## config.mk

```make
export PLATFORM = sky130hd
export DESIGN_NAME = alu_pipe_datapath
export DESIGN_NICKNAME = d
export VERILOG_FILES = /design/src/rtl/alu_pipe_datapath.sv
export SDC_FILE = /design/constraint.sdc
export NUM_CORES = 1
export LEC_CHECK = 0
export BUFFER_PORTS_ARGS = -buffer_cell sky130_fd_sc_hd__buf_2
export CORE_MARGIN = 3
export CORE_UTILIZATION = 40
export DETAILED_ROUTE_END_ITERATION = 12
export GPL_ROUTABILITY_DRIVEN = 0
export PLACE_DENSITY = 0.63
export SLEW_MARGIN = 40
export SYNTH_ARGS = -nofsm -noshare
export SYNTH_HDL_FRONTEND = slang
export SYNTH_SLANG_ARGS = --single-unit
```

## constraint.sdc

```tcl
create_clock -name clk -period 3.15 [get_ports clk]
set_input_delay 0.4725 -clock clk [delete_from_list [all_inputs] [get_ports clk]]
set_output_delay 0.4725 -clock clk [all_outputs]
set_load 0.01 [all_outputs]
```

## src/rtl/alu_pipe_datapath.sv

```systemverilog
// Two-stage register-file/ALU datapath: operand capture with full bypass,
// registered execute stage that retires into the register file and flags.
module alu_pipe_datapath #(
    parameter int WIDTH  = 16,
    parameter int ADDR_W = 4
) (
    input  logic              clk,
    input  logic              reset,
    input  logic              issue_valid,
    output logic              issue_ready,
    input  logic              stall,
    input  logic [3:0]        op,
    input  logic [ADDR_W-1:0] a_sel,
    input  logic [ADDR_W-1:0] b_sel,
    input  logic [ADDR_W-1:0] dst_sel,
    input  logic              use_imm,
    input  logic [WIDTH-1:0]  immediate,
    input  logic              wb_en,
    input  logic              flags_en,
    output logic              out_valid,
    output logic [WIDTH-1:0]  result,
    output logic [4:0]        flags,
    input  logic [ADDR_W-1:0] dbg_sel,
    output logic [WIDTH-1:0]  dbg_data
);
    localparam int NREGS = 2 ** ADDR_W;
    localparam int MSB = WIDTH - 1;

    localparam logic [3:0] OP_ADD  = 4'd0;
    localparam logic [3:0] OP_ADDC = 4'd1;
    localparam logic [3:0] OP_SUB  = 4'd2;
    localparam logic [3:0] OP_CMP  = 4'd3;
    localparam logic [3:0] OP_AND  = 4'd4;
    localparam logic [3:0] OP_OR   = 4'd5;
    localparam logic [3:0] OP_XOR  = 4'd6;
    localparam logic [3:0] OP_MOV  = 4'd7;
    localparam logic [3:0] OP_SHL  = 4'd8;
    localparam logic [3:0] OP_SHR  = 4'd9;

    logic [WIDTH-1:0]  regFile [NREGS];

    logic              exValid;
    logic [WIDTH-1:0]  exA;
    logic [WIDTH-1:0]  exB;
    logic [3:0]        exOp;
    logic [ADDR_W-1:0] exDst;
    logic              exWb;
    logic              exFlagsEn;
    logic              exCin;

    logic              accept;
    logic              retire;
    logic [WIDTH:0]    sum;
    logic [WIDTH-1:0]  aluRes;
    logic              aluC;
    logic              aluF;
    logic              aluL;
    logic              aluNop;
    logic              aluWrites;
    logic [4:0]        aluFlags;
    logic              fwdHit;
    logic [WIDTH-1:0]  opA;
    logic [WIDTH-1:0]  opB;
    logic              cinSel;

    assign issue_ready = !stall;
    assign accept      = issue_valid && !stall;
    assign retire      = exValid && !stall;
    assign dbg_data    = regFile[dbg_sel];

    always_comb begin
        sum    = '0;
        aluRes = '0;
        aluC   = 1'b0;
        aluF   = 1'b0;
        aluL   = 1'b0;
        unique case (exOp)
            OP_ADD, OP_ADDC: begin
                sum    = {1'b0, exA} + {1'b0, exB} + {{WIDTH{1'b0}}, exCin};
                aluRes = sum[MSB:0];
                aluC   = sum[WIDTH];
                aluF   = (exA[MSB] == exB[MSB]) && (aluRes[MSB] != exA[MSB]);
            end
            OP_SUB, OP_CMP: begin
                // The extra top bit of the widened difference is the borrow.
                sum    = {1'b0, exA} - {1'b0, exB};
                aluRes = sum[MSB:0];
                aluC   = sum[WIDTH];
                aluL   = sum[WIDTH];
                aluF   = (exA[MSB] != exB[MSB]) && (aluRes[MSB] != exA[MSB]);
            end
            OP_AND: aluRes = exA & exB;
            OP_OR:  aluRes = exA | exB;
            OP_XOR: aluRes = exA ^ exB;
            OP_MOV: aluRes = exB;
            OP_SHL: begin
                aluRes = {exA[MSB-1:0], 1'b0};
                aluC   = exA[MSB];
            end
            OP_SHR: begin
                aluRes = {1'b0, exA[MSB:1]};
                aluC   = exA[0];
            end
            default: ;
        endcase
    end

    assign aluNop    = exOp > OP_SHR;
    assign aluWrites = !aluNop && (exOp != OP_CMP);
    assign aluFlags  = {aluRes[MSB], aluC, aluF, aluRes == '0, aluL};

    // Forward from the instruction retiring on the same edge as this issue.
    assign fwdHit = retire && exWb && aluWrites;
    assign opA    = (fwdHit && exDst == a_sel) ? aluRes : regFile[a_sel];
    assign opB    = use_imm ? immediate
                  : (fwdHit && exDst == b_sel) ? aluRes : regFile[b_sel];
    assign cinSel = (retire && exFlagsEn && !aluNop) ? aluC : flags[3];

    always_ff @(posedge clk) begin
        if (reset) begin
            for (int i = 0; i < NREGS; i++) regFile[i] <= '0;
            flags     <= '0;
            result    <= '0;
            out_valid <= 1'b0;
            exValid   <= 1'b0;
            exA       <= '0;
            exB       <= '0;
            exOp      <= '0;
            exDst     <= '0;
            exWb      <= 1'b0;
            exFlagsEn <= 1'b0;
            exCin     <= 1'b0;
        end else begin
            out_valid <= retire;
            if (retire) begin
                result <= aluRes;
                if (exWb && aluWrites) regFile[exDst] <= aluRes;
                if (exFlagsEn && !aluNop) flags <= aluFlags;
            end
            if (accept) begin
                exValid   <= 1'b1;
                exA       <= opA;
                exB       <= opB;
                exOp      <= op;
                exDst     <= dst_sel;
                exWb      <= wb_en;
                exFlagsEn <= flags_en;
                exCin     <= (op == OP_ADDC) && cinSel;
            end else if (!stall) begin
                exValid <= 1'b0;
            end
        end
    end
endmodule
```

==> flow_metrics.py, run 1 <==
metrics = {
    "placed_design": {
        "hpwl_um": 47690,
        "place_area_mm2": 0.02304,
        "placed_cells": 2479,
        "io_buffers": 81,
    },
    "route": {
        "wl_per_cell_um": 27.40,
        "drtIter0Drc": 2053,
        "drt-total-wl_um": 69820,
        "antenna_left": 0,
        "drc": 0,
        "drtPass1Iterations": 5,
        "vias": 16208,
        "routed_via_density": 6.361,
    },
    "cells_and_area": {
        "layout_commonest_cell": "nor2_1",
        "seq_area_mm2": 0.009014,
        "drive_gt1_share_pct": 32.46,
        "design_area_mm2": 0.02434,
        "fin_cells": 2548,
        "final_nets": 1939,
        "multiInputGateArea_mm2": 0.01110,
        "most-common-layout-cells": "nor2_1 (320), edfxtp_1 (256), mux4_2 (240), buf_4 (150), nand2_1 (102)",
        "synthToLayoutAreaGrowth_pct": 16.40,
        "fin_util_pct": 47.25,
        "nFillCells": 4621,
    },
    "setup_path": {
        "crit_fanout": 16,
        "critPathLaunchType": "register",
        "max_stage_delay_ns": 0.37,
        "cp.arrival_ns": 3.37,
        "crit_path_end_kind": "register",
        "cp_common_cell": "inv_1",
        "slowest_stage": "fa_1",
        "path_cells": "inv_1 -> ha_2 -> inv_1 -> fa_1 -> nor2b_2 -> o21ai_2 -> a311o_1 -> a2111oi_4 -> or3_1 -> a211oi_2 -> buf_4 -> buf_12 -> nor2_1",
        "path_class": "register to register",
        "crit_required_ns": 3.45,
    },
    "timing": {
        "hold_ws_ns": 0.1657,
        "slew_headroom_pct": 50.04,
        "rsz0062_at_grt": "yes",
        "fmax_ghz": 0.3250,
        "worst-slew-pin-transition_ns": 0.7467,
        "finalMaxSlewViolations": 0,
        "hold_viol_final": 0,
        "setup_violations": 0,
        "finalCritPeriodShare_pct": 97.67,
        "clock_skew_ns": 0.02714,
        "fin_crit_ns": 3.077,
    },
    "global_routing": {
        "grt_overflow": 0,
        "grt_pass1_wl_um": 104300,
        "antenna_found_initial": 2,
        "grt_max_degree": 85,
        "track_usage_pct": 24.90,
        "grt_pass1_vias": 16237,
    },
    "yosys": {
        "syn_inst": 1721,
        "synth-edff-count": 256,
        "yosys_most_used_dff": "edfxtp_1",
        "ys_seq_area_share_pct": 43.08,
        "yosysWarnings": 0,
        "syn_area_mm2": 0.02091,
        "synth_area_leaders": "edfxtp_1 (37%), mux4_2 (26%), dfxtp_1 (6.3%)",
        "syn_area_per_cell_um2": 12.15,
        "synth.distinct_cells": 84,
        "yosysTopAreaCellShare_pct": 36.76,
        "syn_nets": 1820,
        "synth.largest_area_cell": "edfxtp_1",
        "ys_ff_latch": 322,
        "async_flop_share_pct": 0,
    },
    "floorplanning": {
        "dieArea_mm2": 0.05505,
        "io-pin-count": 82,
        "chipWidth_um": 234.6,
        "row_count": 83,
        "start_util_pct": 40.59,
        "die_h_um": 234.6,
        "coreArea_mm2": 0.05151,
    },
    "hold_path": {
        "hold_path_class": "primary input to register",
    },
    "clock_tree": {
        "clkTransAtPathRegs_ns": 0.06,
        "clock_latency_ns": 0.57,
        "tritoncts": "done",
        "htree_levels": 2,
        "holdBufCountCts": 0,
        "cts_buffer_depth": 3,
        "cts_sinks": 322,
        "clockRootBuffer": "clkbuf_16",
        "cts_buffers": 38,
    },
    "power": {
        "power_density_mw_per_mm2": 471.6,
        "max-vdd-ir-drop_v": 0.0003499,
        "leakagePower_nw": 8.585,
        "design_power_total_mw": 11.48,
    },
    "outcome": {
        "status": "complete, no violations",
    },
    "job": {
        "drv_cap": 0,
    },
}
[flip-flops by register name (all words and copies together), names as in the netlist]
name       cells
exOp           4
exWb           1
exA           16
exCin          1
exFlagsEn      1
regFile      256
exB           16
exDst          4
flags          5
result        16
out_valid      1
exValid        1
[final cells by class]
type | instances | share of cell area [%]
multi-input cells | 1159 | 45.59
flip-flops and latches | 322 | 37.03
repair buffers | 251 | 8.086
clock buffers | 49 | 4.076
well taps | 680 | 3.496
inverters | 68 | 1.049
clock inverters | 18 | 0.6631
diodes | 1 | 0.01028
[synthesized netlist by cell type, drive strengths merged, types with 13 or more instances]
cell type and n:
a211oi 44, nor2b 13, a21oi 63, ha 53, mux4 240, dfxtp 66
nand2b 23, mux2i 27, clkbuf 106, inv 68, nand2 102, o21ai 44
buf 65, nor2 320, nand3 18, o211ai 27, edfxtp 256, nor3 15
[final timing paths]
| check | end | cells past startpoint | slack, ns | start |
|---|---|---|---|---|
| max | regFile[6][14]$_SDFFCE_PN0P_ | 13 | 0.07 | exA[0]$_SDFFE_PP0P_ |
| min reg2reg | flags[2]$_SDFFE_PP0P_ | 2 | 0.46 | flags[2]$_SDFFE_PP0P_ |
| min | exFlagsEn$_SDFFE_PP0P_ | 3 | 0.17 | flags_en |
| max reg2reg | regFile[6][14]$_SDFFCE_PN0P_ | 13 | 0.07 | exA[0]$_SDFFE_PP0P_ |
[kinds of logic (layout without fill, tap and decap cells)]
family,count (synthesis),count (layout),synth area share (%)
buffers and inverters,240,386,4.751
XOR/XNOR,15,15,0.6283
AO/OA/AOI/OAI,280,280,9.622
adder cells (fa/ha/maj),56,56,3.459
other,0,1,0
flip-flops,322,322,43.08
multiplexers,273,273,27.47
AND/OR/NAND/NOR,535,535,10.99
[critical path, delay by kind of cell (launching register included)]
family / cells / cell delay [ns]
AO/OA/AOI/OAI: 4 / 0.89
AND/OR/NAND/NOR: 3 / 0.56
adder cells (fa/ha/maj): 2 / 0.55
buffers and inverters: 4 / 0.48
flip-flops: 1 / 0.34
[what timing repair did]
action	in CTS	in global routing
resized for setup	2	32
buffers inserted	0	1
gates cloned	0	0
pin swaps	2	12
endpoints found under the setup margin	44	168
[report_power, final]
part,leakage (nW),internal [mW],switching (mW)
Clock,0.556,2.40,1.80
Sequential,3.19,4.73,0.129
Combinational,4.84,1.05,1.37
Total,8.58,8.18,3.30
[per-layer routing]
| layer | part of all wire [%] | up-vias | track usage, % | routed length (um) |
|---|---|---|---|---|
| li1 | - | 6839 | - | - |
| met1 | 37 | 8135 | 32.05 | 25600 |
| met2 | 48 | 1031 | 40.54 | 33310 |
| met3 | 11 | 201 | 5.833 | 7635 |
| met4 | 4.7 | 2 | 10.57 | 3263 |
| met5 | 0.019 | - | 0 | 13 |
[metrics by stage]
step	setup TNS, ns	setup WS (ns)
2_1_floorplan	0	0.07411
3_3_place_gp	-0.1900	-0.05620
3_5_place_dp	-0.7177	-0.05547
4_1_cts	-0.04472	-0.02532
5_1_grt	-0.1804	-0.03719
6_report	0	0.07333
Note: power is estimated with default switching activity, not from simulation.
==> run 2: changes to the inputs <==
Settings changed: PLACE_DENSITY 0.63 to 0.54.
==> flow_metrics.py, run 2 (synthesis gave the netlist of run 1 again) <==
metrics = {
    "route": {
        "drt-total-wl_um": 73250,
        "drc": 0,
        "drtIter0Drc": 1841,
        "wl_per_cell_um": 28.36,
        "vias": 16211,
        "drtPass1Iterations": 7,
        "antenna_left": 0,
        "routed_via_density": 6.276,
    },
    "power": {
        "power_density_mw_per_mm2": 473.3,
        "design_power_total_mw": 11.90,
        "max-vdd-ir-drop_v": 0.0003284,
        "p_int_mw": 8.403,
        "combPwrFrac_pct": 22.6,
        "p_sw_mw": 3.501,
        "seqPwrFrac_pct": 40.8,
        "clkPwrFrac_pct": 36.6,
        "leakagePower_nw": 8.847,
        "swShare_pct": 29.41,
    },
    "clock_tree": {
        "tritoncts": "done",
        "htree_levels": 2,
        "clock_latency_ns": 0.57,
        "cts_buffer_depth": 3,
        "clockRootBuffer": "clkbuf_16",
        "cts_sinks": 322,
        "clkTransAtPathRegs_ns": 0.06,
        "holdBufCountCts": 0,
        "cts_buffers": 39,
    },
    "timing": {
        "clock_skew_ns": 0.02708,
        "fin_ws_ns": -0.06248,
        "fmax_ghz": 0.3113,
        "finalMaxSlewViolations": 0,
        "hold_viol_final": 0,
        "worst-slew-pin-transition_ns": 0.8642,
        "finalCritPeriodShare_pct": 102.0,
        "rsz0062_at_grt": "yes",
        "setup_violations": 25,
        "slew_headroom_pct": 42.27,
        "fin_crit_ns": 3.212,
    },
    "floorplanning": {
        "io-pin-count": 82,
        "row_count": 83,
        "coreArea_mm2": 0.05151,
        "start_util_pct": 40.59,
        "die_h_um": 234.6,
        "chipWidth_um": 234.6,
        "dieArea_mm2": 0.05505,
    },
    "setup_path": {
        "crit_fanout": 14,
        "cpLargestDelayFamily": "compound AO/OA/AOI/OAI gates",
        "cp_common_cell": "inv_1",
        "crit_buf_inv": 4,
        "max_stage_delay_ns": 0.62,
        "worstRegToRegCells": 11,
        "r2r_end": "regFile[5][14]$_SDFFCE_PN0P_",
        "path_cells": "inv_1 -> ha_1 -> inv_1 -> a21oi_1 -> o21ai_1 -> a22o_1 -> or3_1 -> a211oi_4 -> clkbuf_16 -> buf_6 -> nor2_1",
        "crit_required_ns": 3.44,
        "path_class": "register to register",
        "critPathLaunchType": "register",
        "slowest_stage": "ha_1",
        "rrSetupSlack_ns": -0.06,
        "rr_startpoint": "exA[9]$_SDFFE_PP0P_",
        "crit_path_end_kind": "register",
        "cp.arrival_ns": 3.50,
    },
    "placed_design": {
        "place_area_mm2": 0.02314,
        "hpwl_um": 48840,
        "dpl_worst_slack_ns": -0.1440,
        "io_buffers": 81,
    },
    "job": {
        "drv_cap": 0,
    },
    "outcome": {
        "status": "complete, but fails checks",
        "violations": "negative setup slack",
    },
    "cells_and_area": {
        "layout_commonest_cell": "nor2_1",
        "most-common-layout-cells": "nor2_1 (280), edfxtp_1 (256), mux4_2 (240), buf_4 (167), nand2_1 (102)",
        "largest_reg_flops": 256,
        "design_area_mm2": 0.02515,
        "final_nets": 1971,
        "antenna_cells": 0,
        "drive_gt1_share_pct": 36.63,
        "synthToLayoutAreaGrowth_pct": 20.30,
        "fin_util_pct": 48.83,
        "top_register": "regFile",
    },
    "global_routing": {
        "track_usage_pct": 25.75,
        "grt_pass1_wl_um": 106700,
        "grt_max_degree": 66,
        "grt_pass1_vias": 15827,
        "antenna_found_initial": 1,
        "grt_overflow": 0,
    },
    "hold_path": {
        "hold_depth": 3,
        "hold_path_class": "primary input to register",
        "min_to": "exWb$_SDFFE_PP0P_",
        "min_from": "wb_en",
    },
}
run 2: changes by cell type in the layout (fill, tap and decap cells not counted), sizes merged:
cell / previous run / this run
clkinvlp: 1 / 0
clkbuf: 49 / 56
clkinv: 14 / 18
diode: 1 / 0
buf: 251 / 277
run 2: what timing repair did:
action | 4_1_cts | 5_1_grt
pin swaps | 6 | 36
gates resized for setup | 14 | 121
setup endpoints to repair | 86 | 120
gates cloned | 0 | 5
buffers inserted | 1 | 17
run 2: how the worst max path moves through the flow:
stage                                    from                      endpoint  slack [ns]  cells after the start
after global placement    exA[0]$_SDFFE_PP0P_       result[12]$_SDFFE_PP0P_       -0.14                     13
after CTS                 exA[1]$_SDFFE_PP0P_          exA[13]$_SDFFE_PP0P_       0.003                     12
final                     exA[9]$_SDFFE_PP0P_  regFile[5][14]$_SDFFCE_PN0P_       -0.06                     11
after floorplan           exA[0]$_SDFFE_PP0P_  regFile[12][6]$_SDFFCE_PN0P_        0.07                     10
after detailed placement  exA[0]$_SDFFE_PP0P_       result[12]$_SDFFE_PP0P_       -0.14                     13
after global routing      exB[0]$_SDFFE_PP0P_  regFile[8][10]$_SDFFCE_PN0P_       -0.14                     12
run 2: power by group through the flow:
stage          logic (mW)  registers [mW]  clock network (mW)
6_report             2.69            4.86                4.36
5_1_grt              2.84            4.87                4.59
4_1_cts              2.43            4.85                4.42
3_5_place_dp         2.39            4.94                   0
3_3_place_gp         2.39            4.93                   0
2_1_floorplan        1.48            4.91                   0
run 2: tightest hold or removal path, cell delays in order:
cell and delay, ns:
buf_2 0.10, nand2_1 0.05, a21oi_1 0.05
run 2: routing by layer:
metal  part of all wire, %  track usage (%)
met5                 0.018                0
met4                   3.3            8.718
met3                   8.9            4.718
met2                    49            42.55
met1                    39            34.41
run 2: cell type report:
cell class	count	area (um2)
Inverter	68	255.2
Clock inverter	21	183.9
Timing Repair Buffer	282	2349
Multi-Input combinational cell	1159	11470
Tap cell	680	850.8
Clock buffer	51	1031
Fill cell	4663	26360
Sequential cell	322	9017
run 2: through the flow:
| stage | setup TNS (ns) | hold WS [ns] | cells |
|---|---|---|---|
| 2_1_floorplan | 0 | 0.4366 | 1721 |
| 3_3_place_gp | -6.283 | 0.4430 | 2488 |
| 3_5_place_dp | -7.385 | 0.4538 | 2488 |
| 4_1_cts | 0 | 0.1280 | 2561 |
| 5_1_grt | -4.811 | 0.1611 | 2583 |
| 6_report | -0.7472 | 0.1504 | 2583 |
